## config.mk

```make
export PLATFORM = sky130hd
export DESIGN_NAME = pipe_hazard_ctl
export DESIGN_NICKNAME = d
export VERILOG_FILES = /design/src/rtl/pipe_hazard_ctl_pkg.sv /design/src/rtl/pipe_hazard_ctl_sat_counter32.sv /design/src/rtl/pipe_hazard_ctl.sv
export SDC_FILE = /design/constraint.sdc
export NUM_CORES = 1
export LEC_CHECK = 0
export CAP_MARGIN = 5
export CORE_AREA = 4 4 74 76
export CTS_CLUSTER_DIAMETER = 40
export CTS_CLUSTER_SIZE = 16
export DETAILED_ROUTE_END_ITERATION = 12
export DIE_AREA = 0 0 78 80
export PLACE_DENSITY = 0.77
export SYNTH_ARGS = -nofsm -noshare
export SYNTH_HDL_FRONTEND = slang
export SYNTH_HIERARCHICAL = 1
export SYNTH_SLANG_ARGS = --single-unit
```

## constraint.sdc

```tcl
create_clock -name i_clk -period 3.01 [get_ports i_clk]
set_clock_uncertainty 0.1 [all_clocks]
set_input_delay 0.4515 -clock i_clk [delete_from_list [all_inputs] [get_ports i_clk]]
set_output_delay 0.4515 -clock i_clk [all_outputs]
set_load 0.005 [all_outputs]
```

## src/rtl/pipe_hazard_ctl_pkg.sv

```systemverilog
// Shared definitions for the pipeline hazard sequencer: FSM state codes, result_src codes, control bundle.
// Pure definitions, no latency.
// No backpressure; the constants are consumed by the decoder, the pipeline registers and the sequencer.
package pipe_hazard_ctl_pkg;

    // Sequencer states; the encoding is visible on the debug port, so keep it stable.
    typedef enum logic [1:0] {
        ST_RUN        = 2'd0,
        ST_MEM_WAIT   = 2'd1,
        ST_TRAP_DRAIN = 2'd2,
        ST_TRAP_REDIR = 2'd3
    } state_t;

    // result_src codes shared with the decoder and the writeback mux.
    localparam logic [1:0] RESULT_SRC_ALU  = 2'b00;
    localparam logic [1:0] RESULT_SRC_LOAD = 2'b01;
    localparam logic [1:0] RESULT_SRC_PC4  = 2'b10;
    localparam logic [1:0] RESULT_SRC_CSR  = 2'b11;

    // Drain counter width covers trap drain lengths of 1..7 cycles.
    localparam int DRAIN_CNT_W = 3;

    // One bundle for every per-cycle control the sequencer drives.
    typedef struct packed {
        logic pc_en;
        logic if_id_en;
        logic if_id_flush;
        logic id_ex_en;
        logic id_ex_flush;
        logic ex_mem_en;
        logic ex_mem_flush;
        logic trap_redirect;
    } ctl_t;

    // Free-running pipeline: everything advances, nothing is squashed.
    localparam ctl_t CTL_NORMAL = '{
        pc_en: 1'b1, if_id_en: 1'b1, if_id_flush: 1'b0,
        id_ex_en: 1'b1, id_ex_flush: 1'b0,
        ex_mem_en: 1'b1, ex_mem_flush: 1'b0,
        trap_redirect: 1'b0
    };

    // Data memory busy: every stage register holds.
    localparam ctl_t CTL_FREEZE = '{
        pc_en: 1'b0, if_id_en: 1'b0, if_id_flush: 1'b0,
        id_ex_en: 1'b0, id_ex_flush: 1'b0,
        ex_mem_en: 1'b0, ex_mem_flush: 1'b0,
        trap_redirect: 1'b0
    };

    // Taken branch/jump: squash the two younger instructions, fetch keeps going.
    localparam ctl_t CTL_BRANCH = '{
        pc_en: 1'b1, if_id_en: 1'b1, if_id_flush: 1'b1,
        id_ex_en: 1'b1, id_ex_flush: 1'b1,
        ex_mem_en: 1'b1, ex_mem_flush: 1'b0,
        trap_redirect: 1'b0
    };

    // Load-use: hold PC and IF_ID for one cycle and inject a bubble into EX.
    localparam ctl_t CTL_LOAD_USE = '{
        pc_en: 1'b0, if_id_en: 1'b0, if_id_flush: 1'b0,
        id_ex_en: 1'b1, id_ex_flush: 1'b1,
        ex_mem_en: 1'b1, ex_mem_flush: 1'b0,
        trap_redirect: 1'b0
    };

    // Trap entry and drain: PC frozen, all younger work squashed.
    localparam ctl_t CTL_DRAIN = '{
        pc_en: 1'b0, if_id_en: 1'b1, if_id_flush: 1'b1,
        id_ex_en: 1'b1, id_ex_flush: 1'b1,
        ex_mem_en: 1'b1, ex_mem_flush: 1'b1,
        trap_redirect: 1'b0
    };

    // Redirect cycle: PC loads the trap/return target, the stale fetch is dropped.
    localparam ctl_t CTL_REDIR = '{
        pc_en: 1'b1, if_id_en: 1'b1, if_id_flush: 1'b1,
        id_ex_en: 1'b1, id_ex_flush: 1'b0,
        ex_mem_en: 1'b1, ex_mem_flush: 1'b0,
        trap_redirect: 1'b1
    };

    // True when a load in EX produces a register that the instruction in ID reads.
    function automatic logic load_use_hit(
        input logic       reg_wr_e,
        input logic [1:0] result_src_e,
        input logic [1:0] load_src,
        input logic [4:0] rd_e,
        input logic [4:0] rs1_d,
        input logic [4:0] rs2_d
    );
        return reg_wr_e && (result_src_e == load_src) && (rd_e != 5'd0) &&
               ((rd_e == rs1_d) || (rd_e == rs2_d));
    endfunction

endpackage

```

## src/rtl/pipe_hazard_ctl_sat_counter32.sv

```systemverilog
// Saturating 32-bit event counter for performance monitoring.
// Count visible one cycle after the increment request.
// No backpressure; holds at all-ones instead of wrapping.
module sat_counter32 (
    input  logic        i_clk,
    input  logic        i_rst,
    input  logic        i_inc,
    output logic [31:0] o_count
);

    logic [31:0] count_q;

    // Count requested cycles, sticking at the maximum value.
    always_ff @(posedge i_clk) begin
        if (i_rst) begin
            count_q <= 32'd0;
        end else if (i_inc && (count_q != 32'hFFFF_FFFF)) begin
            count_q <= count_q + 32'd1;
        end
    end

    assign o_count = count_q;

endmodule

```

## src/rtl/pipe_hazard_ctl.sv

```systemverilog
// Pipeline hazard sequencer: stage enables/flushes for load-use, branch, memory wait and trap drain/redirect.
// Controls are combinational from the registered state and current inputs (zero latency); state updates on posedge.
// Memory busy freezes all four stage registers until the cycle it drops, which is handled as a normal RUN cycle.
module pipe_hazard_ctl
    import pipe_hazard_ctl_pkg::*;
#(
    parameter logic [1:0] LOAD_SRC   = RESULT_SRC_LOAD,
    parameter int         TRAP_DRAIN = 2
) (
    input  logic        i_clk,
    input  logic        i_rst,
    input  logic [4:0]  i_rs1_d,
    input  logic [4:0]  i_rs2_d,
    input  logic [4:0]  i_rd_e,
    input  logic        i_reg_wr_e,
    input  logic [1:0]  i_result_src_e,
    input  logic        i_pc_src_e,
    input  logic        i_exception_m,
    input  logic        i_mret_m,
    input  logic        i_mem_busy,
    output logic        o_pc_clk_en,
    output logic        o_if_id_clk_en,
    output logic        o_if_id_flush,
    output logic        o_id_ex_clk_en,
    output logic        o_id_ex_flush,
    output logic        o_ex_mem_clk_en,
    output logic        o_ex_mem_flush,
    output logic        o_trap_redirect,
    output logic        o_trap_is_mret,
    output logic [1:0]  o_state,
    output logic [31:0] o_stall_cycles
);

    // Drain counter starts one below the drain length and counts down to zero.
    localparam logic [DRAIN_CNT_W-1:0] DRAIN_INIT = DRAIN_CNT_W'(TRAP_DRAIN - 1);

    state_t                 state;
    state_t                 state_nxt;
    logic [DRAIN_CNT_W-1:0] cnt;
    logic [DRAIN_CNT_W-1:0] cnt_nxt;
    logic                   trap_is_mret;
    logic                   trap_is_mret_nxt;

    logic trap_req;
    logic load_use;
    logic run_cycle;
    logic take_trap;
    ctl_t run_ctl;
    ctl_t ctl;

    assign trap_req = i_exception_m | i_mret_m;
    assign load_use = load_use_hit(i_reg_wr_e, i_result_src_e, LOAD_SRC,
                                   i_rd_e, i_rs1_d, i_rs2_d);

    // A cycle is evaluated with the full RUN priority list in RUN, and in MEM_WAIT once memory frees up.
    assign run_cycle = (state == ST_RUN) || ((state == ST_MEM_WAIT) && !i_mem_busy);
    assign take_trap = run_cycle && trap_req;

    // RUN priority: trap > memory busy > taken branch > load-use > free run.
    always_comb begin
        run_ctl = CTL_NORMAL;
        if (trap_req) begin
            run_ctl = CTL_DRAIN;
        end else if (i_mem_busy) begin
            run_ctl = CTL_FREEZE;
        end else if (i_pc_src_e) begin
            run_ctl = CTL_BRANCH;
        end else if (load_use) begin
            run_ctl = CTL_LOAD_USE;
        end
    end

    // State, drain counter and trap-kind register.
    always_ff @(posedge i_clk) begin
        if (i_rst) begin
            state        <= ST_RUN;
            cnt          <= '0;
            trap_is_mret <= 1'b0;
        end else begin
            state        <= state_nxt;
            cnt          <= cnt_nxt;
            trap_is_mret <= trap_is_mret_nxt;
        end
    end

    // Next-state selection; exceptions and busy are ignored while a trap is draining.
    always_comb begin
        state_nxt        = state;
        cnt_nxt          = cnt;
        trap_is_mret_nxt = trap_is_mret;
        unique case (state)
            ST_RUN: begin
                if (trap_req) begin
                    state_nxt = ST_TRAP_DRAIN;
                end else if (i_mem_busy) begin
                    state_nxt = ST_MEM_WAIT;
                end
            end
            ST_MEM_WAIT: begin
                if (i_mem_busy) begin
                    state_nxt = ST_MEM_WAIT;
                end else if (trap_req) begin
                    state_nxt = ST_TRAP_DRAIN;
                end else begin
                    state_nxt = ST_RUN;
                end
            end
            ST_TRAP_DRAIN: begin
                if (cnt == '0) begin
                    state_nxt = ST_TRAP_REDIR;
                end else begin
                    cnt_nxt = cnt - 1'b1;
                end
            end
            ST_TRAP_REDIR: begin
                state_nxt = ST_RUN;
            end
            default: begin
                state_nxt = ST_RUN;
            end
        endcase
        // An exception in the same cycle as mret wins, so the redirect goes to mtvec.
        if (take_trap) begin
            cnt_nxt          = DRAIN_INIT;
            trap_is_mret_nxt = i_mret_m & ~i_exception_m;
        end
    end

    // Per-state stage controls; reset forces the free-running pattern with no redirect.
    always_comb begin
        ctl = CTL_NORMAL;
        unique case (state)
            ST_RUN:        ctl = run_ctl;
            ST_MEM_WAIT:   ctl = i_mem_busy ? CTL_FREEZE : run_ctl;
            ST_TRAP_DRAIN: ctl = CTL_DRAIN;
            ST_TRAP_REDIR: ctl = CTL_REDIR;
            default:       ctl = CTL_NORMAL;
        endcase
        if (i_rst) begin
            ctl = CTL_NORMAL;
        end
    end

    assign o_pc_clk_en     = ctl.pc_en;
    assign o_if_id_clk_en  = ctl.if_id_en;
    assign o_if_id_flush   = ctl.if_id_flush;
    assign o_id_ex_clk_en  = ctl.id_ex_en;
    assign o_id_ex_flush   = ctl.id_ex_flush;
    assign o_ex_mem_clk_en = ctl.ex_mem_en;
    assign o_ex_mem_flush  = ctl.ex_mem_flush;
    assign o_trap_redirect = ctl.trap_redirect;
    assign o_trap_is_mret  = trap_is_mret;
    assign o_state         = state;

    sat_counter32 u_stall_cnt (
        .i_clk   (i_clk),
        .i_rst   (i_rst),
        .i_inc   (~ctl.pc_en),
        .o_count (o_stall_cycles)
    );

endmodule

```

; ---- Word-level counts from Yosys, hierarchy flattened
; Index checks and enable logic that the tools add are counted.
[op_classes]
n_addsub = 2
multipliers = 0
div_mod_pow = 0
magnitude_cmp = 0
eq_ne = 10
n_shift = 0
mux = 16
n_bitwise = 5
n_reduce_logical = 17
[op_table]
columns = cell, n
row1 = 8-bit two-way mux, 6
row2 = 32-bit by 1-bit adder with 32-bit output (second input constant), 1
row3 = 32-bit inequality test (second input constant), 1
row4 = 8-bit case mux with 4 select lines, 1
row5 = 5-bit == test, 2
row6 = 2-bit two-way mux, 5
row7 = 2-bit case mux with 4 select lines, 1
row8 = 1-bit logical AND, 6
row9 = 2-bit AND reduction, 3
row10 = 5-bit nonzero test, 1
row11 = 2-bit by 1-bit == test with 1-bit output (second input constant), 2
row12 = 2-bit == test (second input constant), 2
row13 = 2-bit inequality test (second input constant), 2
row14 = 3-bit zero test, 1
row15 = 1-bit two-way mux, 3
row16 = 3-bit inequality test (second input constant), 1
row17 = 1-bit NOT, 3
row18 = 3-bit by 1-bit subtractor with 3-bit output (second input constant), 1
row19 = 2-bit zero test, 1
row20 = 1-bit logical OR, 2
row21 = 2-bit nonzero test, 1
row22 = 2-bit OR reduction, 1
row23 = 1-bit AND, 1
row24 = 1-bit zero test, 1
row25 = 1-bit OR, 1
[word_totals]
ff_bits = 38
latch_bits = 0
mem_bits_rw = 0
romBits = 0
inputBits = 24
out_inout_bits = 43
wordCells = 55
n_memories = 0

; ---- Depth between registers and ports, before layout
[depth]
ltp_word = 13
depth_mapped = 9
ltp_nobuf = 9

; ---- Modules after synthesis
; The synthesis kept the hierarchy.
[modules_own_cells]
columns = module, n_inst, cells_per_inst, area_each_um2, seq_area_each_um2
row1 = sat_counter32, 1, 199, 1674.1, 640.6
row2 = pipe_hazard_ctl, 1, 74, 550.5, 120.1

; ---- Worst setup path before layout
; OpenSTA, ideal clock, no wires.
[synth_path]
kind = input-to-reg
start = input i_rd_e[4]
end = register u_stall_cnt.count_q[31] (netlist: u_stall_cnt/o_count[31])
setup_time_ns = 0.121
arrival_time_ns = 2.576
required_ns = 2.789
slack_ns = 0.213
cell_stages = 9
n_path_buf = 0
cell_sequence = xnor2_1 nand3_1 o22ai_1 a21o_1 nand4_1 nor4_2 nand4_1 nor4_1 mux2_2
[synth_between]
elab_chain_cells = 12
elab_cells_between_ends = 15
classes_between = eq/ne: 2 / mux: 7 / bitwise: 1 / reduce/logical: 5
[synth_rtl]
columns = item, line
row1 = from (decl), pipe_hazard_ctl.sv:14  ; input logic [4:0] i_rd_e,
row2 = 5-bit == test or 5-bit nonzero test (tied branches), "pipe_hazard_ctl_pkg.sv:93, pipe_hazard_ctl_pkg.sv:92"
row3 = 1-bit logical OR or 1-bit logical AND (tied branches), "pipe_hazard_ctl_pkg.sv:93, pipe_hazard_ctl_pkg.sv:92"
row4 = 1-bit logical AND *, pipe_hazard_ctl_pkg.sv:92  ; return reg_wr_e && (result_src_e == load_src) && (rd_e != 5'd0) &&
row5 = 8-bit two-way mux *, pipe_hazard_ctl.sv:68  ; end else if (load_use) begin
row6 = 8-bit two-way mux *, pipe_hazard_ctl.sv:66  ; end else if (i_pc_src_e) begin
row7 = 8-bit two-way mux *, pipe_hazard_ctl.sv:64  ; end else if (i_mem_busy) begin
row8 = 8-bit two-way mux *, pipe_hazard_ctl.sv:62  ; if (trap_req) begin
row9 = 8-bit two-way mux, pipe_hazard_ctl.sv:134  ; ST_MEM_WAIT: ctl = i_mem_busy ? CTL_FREEZE : run_ctl;
row10 = 8-bit case mux with 4 select lines *, pipe_hazard_ctl.sv:132  ; unique case (state)
row11 = 8-bit two-way mux *, pipe_hazard_ctl.sv:139  ; if (i_rst) begin
row12 = 1-bit NOT *, pipe_hazard_ctl.sv:158  ; .i_inc (~ctl.pc_en),
row13 = 1-bit logical AND *, pipe_hazard_ctl_sat_counter32.sv:17  ; end else if (i_inc && (count_q != 32'hFFFF_FFFF)) begin
row14 = to (signal assigned), pipe_hazard_ctl_sat_counter32.sv:18  ; count_q <= count_q + 32'd1;
row15 = to (decl), pipe_hazard_ctl_sat_counter32.sv:11  ; logic [31:0] count_q;
; Mark *: on every way between the ends. The rest lies on a longest branch, timed or not.
; A chain may end at the register's enable or synchronous reset.

; ---- Worst setup path in the final report
[layout_path]
start = input i_rd_e[1]
end = output o_id_ex_flush
[layout_between]
elab_chain_cells = 10
elab_cells_between_ends = 13
classes_between = eq/ne: 2 / mux: 7 / reduce/logical: 4
[layout_rtl]
columns = item, line
row1 = 5-bit == test or 5-bit nonzero test (tied branches), "pipe_hazard_ctl_pkg.sv:93, pipe_hazard_ctl_pkg.sv:92"
row2 = 1-bit logical OR or 1-bit logical AND (tied branches), "pipe_hazard_ctl_pkg.sv:93, pipe_hazard_ctl_pkg.sv:92"
row3 = 1-bit logical AND *, pipe_hazard_ctl_pkg.sv:92
row4 = 8-bit two-way mux *, pipe_hazard_ctl.sv:68
row5 = 8-bit two-way mux *, pipe_hazard_ctl.sv:66
row6 = 8-bit two-way mux *, pipe_hazard_ctl.sv:64
row7 = 8-bit two-way mux *, pipe_hazard_ctl.sv:62
row8 = 8-bit two-way mux, pipe_hazard_ctl.sv:134
row9 = 8-bit case mux with 4 select lines *, pipe_hazard_ctl.sv:132
row10 = 8-bit two-way mux *, pipe_hazard_ctl.sv:139
row11 = to (decl), pipe_hazard_ctl.sv:25  ; output logic o_id_ex_flush,
; Marks and branches as above.

==> qor.tcl <==
set qor(data_required_time_at_the_worst_endpoint_ps) 2460
set qor(floorplan.initialDensity) 0.471
set qor(sw_frac_of_total) 0.250
set qor(finalCoreUtilization) 0.674
set qor(drt_wl_total_um) 6170
set qor(synth_nets) 300
set qor(finalCritPeriodShare) 0.954
set qor(power_leakage_nw) 1.04
set qor(yosys_cell_types) 46
set qor(routabilityCongestion) 0.896
set qor(synth_top_flop_cell) {sky130_fd_sc_hd__dfxtp_1}
set qor(combPwrFrac) 0.159
set qor(finalSetupTns_ps) 0
set qor(drtPass1Iterations) 6
set qor(p_int_w) 0.000795
set qor(pin_count) 67
set qor(worst-path-stages) 7
set qor(dp_slack_ps) -220
set qor(layout-area-overhead-vs-synth_pct) 43.1
set qor(synth.cells.most_frequent) {sky130_fd_sc_hd__dfxtp_1 (38), sky130_fd_sc_hd__a21oi_1 (26), sky130_fd_sc_hd__nor2_1 (25)}
set qor(clk_lat_worst_skew_ps) 290
set qor(share_seq_of_total_power) 0.499
set qor(sinks_on_clock_net) 38
set qor(cts_hold_buffers) 0
set qor(dr_total_vias) 2406
set qor(synth_area_leaders) {sky130_fd_sc_hd__dfxtp_1 (34%), sky130_fd_sc_hd__xnor2_1 (6.7%), sky130_fd_sc_hd__a21oi_1 (5.8%), sky130_fd_sc_hd__or4_1 (4.4%), sky130_fd_sc_hd__nor2_1 (4.2%)}
set qor(worstMarginPinSlew_ps) 665
set qor(drt-vias-per-instance) 5.70
set qor(end_kind) {primary output}
set qor(maximum_number_of_pins_on_one_net_before_global_route_repair) 46
set qor(sequential_cell_area_fraction_in_the_yosys_report) 0.342
set qor(pwr_density_cell_nw_per_um2) 333
set qor(cts_max_path_buffers) 2
set qor(run_status) {complete, no violations}
set qor(worst-endpoint-arrival_ps) 2320
set qor(tritoncts_clock_tree) {done}
set qor(synthesis.yosys.warnings) 6
set qor(worst-path-buf-inv) 3
set qor(synth_cells) 273
set qor(cp_slowest_stage_delay_ps) 560
set qor(post_synth_instance_area_um2) 2220
set qor(cp_max_fo) 3
set qor(detailedRoute.firstIterationViolations) 212
set qor(unrepaired_setup_endpoints_after_global_routing) {no}
set qor(final-setup-viol-count) 0
set qor(synth_largest_type_area_fraction) 0.342
set qor(ordered_list_of_cells_on_the_worst_path) {clkdlybuf4s50_1 > or4_4 > o2111ai_2 > buf_4 > nor2_1 > a21o_1 > dlygate4sd2_1}
set qor(drv_cap) 0
set qor(ir_drop_uv) 157
set qor(die-height_um) 80
set qor(number_of_antenna_violations_at_the_first_check_in_global_routing) 0
set qor(clock_tree.root_cell) {sky130_fd_sc_hd__clkbuf_8}
set qor(place.detailed.hpwl_um) 4470
set qor(ant_nets) 0
set qor(rows) 25
set qor(worst_hold_path.num_cells) 2
set qor(p_switching_w) 0.000265
set qor(total_routing_resource_utilization_after_global_routing) 0.204
set qor(max_slew_margin) 0.553
set qor(number_of_endpoints_with_negative_hold_slack_in_the_final_report) 0
set qor(final-max-slew-violation-count) 0
set qor(timing.critical_path.from_type) {input pin}
set qor(grt_overflow) 0
set qor(path_class) {in -> out}
set qor(detail_route.wl_per_cell_um) 14.6
set qor(floorplan.die_area_um2) 6240
set qor(ys_ff_latch) 38
set qor(remaining_drc_errors) 0
set qor(critical_path.slowest_cell) {sky130_fd_sc_hd__or4_4}
set qor(finalCriticalPeriod_ps) 2870
set qor(finish.net_count) 381
set qor(synth-async-reset-ratio) 0
set qor(total_power_consumption_w) 0.00106
set qor(synth-edff-count) 0
set qor(synthMostInstantiatedCell) {sky130_fd_sc_hd__dfxtp_1}
set qor(setup_slack_ps) 138
set qor(achievable-frequency_mhz) 348
set qor(floorplan.core_area_um2) 4720
set qor(final_hold_slack_ps) 400
set qor(r2r_cells) 9
set qor(hp-class) {reg -> reg}
set qor(number_of_buffers_created_by_cts) 5
set qor(clockPowerShare) 0.342
set qor(htreeDepth) 2
set qor(synth_area_per_cell_um2) 8.15
set qor(die_w_um) 78
set qor(grt_first_pass_wirelength_um) 10400
set qor(yosys.area.top_type) {sky130_fd_sc_hd__dfxtp_1}
set qor(clk_pin_slew_ps) 70
set qor(place.port_buffers) 66
set qor(grt_pass1_vias) 2245
set qor(timing.critical_path.max_delay_family) {buffers and inverters}
set qor(diodes) 0
set qor(post_route_cells_drive_above_1_share) 0.121
[registers in the layout, summed over array words and instances, names as in the netlist]
register             count
u_stall_cnt/o_count     32
cnt                      3
o_state                  2
o_trap_is_mret           1
[power groups by stage]
stage               clock network, W  logic [W]  registers [W]
finish                      0.000362   0.000168       0.000529
global route                0.000389   0.000185       0.000531
CTS                         0.000367   0.000169       0.000529
detailed placement                 0   0.000171       0.000541
global placement                   0   0.000167       0.000540
floorplan                          0  0.0000852       0.000535
[layout by cell type, fill, tap and decap left out, types with 2 or more instances in the layout]
cell type,netlist,layout
sky130_fd_sc_hd__o21ai_0,8,8
sky130_fd_sc_hd__xnor2_1,17,17
sky130_fd_sc_hd__nor4_2,1,3
sky130_fd_sc_hd__o31ai_1,12,12
sky130_fd_sc_hd__ha_1,3,3
sky130_fd_sc_hd__nor4_1,6,4
sky130_fd_sc_hd__dfxtp_1,38,38
sky130_fd_sc_hd__mux2i_1,2,2
sky130_fd_sc_hd__and2_1,2,2
sky130_fd_sc_hd__nor2b_1,3,3
sky130_fd_sc_hd__buf_4,1,22
sky130_fd_sc_hd__clkdlybuf4s50_1,0,62
sky130_fd_sc_hd__nor3_1,8,7
sky130_fd_sc_hd__inv_1,7,7
sky130_fd_sc_hd__nand3_1,15,15
sky130_fd_sc_hd__a21o_1,4,4
sky130_fd_sc_hd__or4_1,13,12
sky130_fd_sc_hd__nand2_1,14,14
sky130_fd_sc_hd__nand4_1,10,10
sky130_fd_sc_hd__a21oi_1,26,26
sky130_fd_sc_hd__and3_1,3,3
sky130_fd_sc_hd__nand2b_1,3,3
sky130_fd_sc_hd__nor3b_1,2,2
sky130_fd_sc_hd__clkbuf_8,0,6
sky130_fd_sc_hd__dlygate4sd2_1,0,4
sky130_fd_sc_hd__and4_1,4,4
sky130_fd_sc_hd__or3_1,11,11
sky130_fd_sc_hd__a2111oi_0,4,3
sky130_fd_sc_hd__nor2_1,25,25
[per-stage QoR]
stage	instance area (um2)	cells
after floorplan	2220	273
after global placement	3080	414
after detailed placement	3080	414
after CTS	3170	422
after global routing	3180	422
final	3180	422
[tightest hold or removal path: stages, from the launching register on]
cell and delay, ps:
sky130_fd_sc_hd__dfxtp_1 340, sky130_fd_sc_hd__o31ai_1 70, sky130_fd_sc_hd__a21oi_1 50
[path summary, 6_finish.rpt]
path,end,slack (ps),start
max,o_id_ex_flush,140,i_rd_e[1]
min,u_stall_cnt/o_count[23],400,u_stall_cnt/o_count[23]
max reg2reg,u_stall_cnt/o_count[31],440,o_state[1]
min reg2reg,u_stall_cnt/o_count[23],400,u_stall_cnt/o_count[23]
[layout make-up]
cell class                 count  area (um2)
fill                         422        1540
timing repair buffer          88         821
tap                           67        83.8
sequential                    38         761
multi-input combinational    214        1400
inverter                       7        26.3
clock buffer                   7        86.3
clock inverter                 1        5.00
[per-layer routing]
layer | vias to the layer above | global-route usage | part of all wire | routed length, um
met5 | - | 0 | 0 | 0
met4 | 0 | 0.0577 | 0.014 | 85
met3 | 7 | 0.0372 | 0.037 | 231
met1 | 1153 | 0.260 | 0.45 | 2780
met2 | 53 | 0.354 | 0.50 | 3080
li1 | 1193 | - | - | -
[timing repair]
item                       4_1_cts  5_1_grt
cloned                           0        0
setup endpoints to repair        4       10
gates resized for setup          5        3
buffers inserted                 0        0
pin swaps                        0        1
[kinds of logic (layout without fill, tap and decap cells)]
group                    count (synthesis)  in the layout  synth area share
AO/OA/AOI/OAI                           62             62             0.186
buffers and inverters                   21            103            0.0388
flip-flops                              38             38             0.342
XOR/XNOR                                18             18            0.0709
adder cells (fa/ha/maj)                  3              3            0.0169
AND/OR/NAND/NOR                        127            127             0.327
multiplexers                             4              4            0.0191
Power figures use the tool's default switching activity.
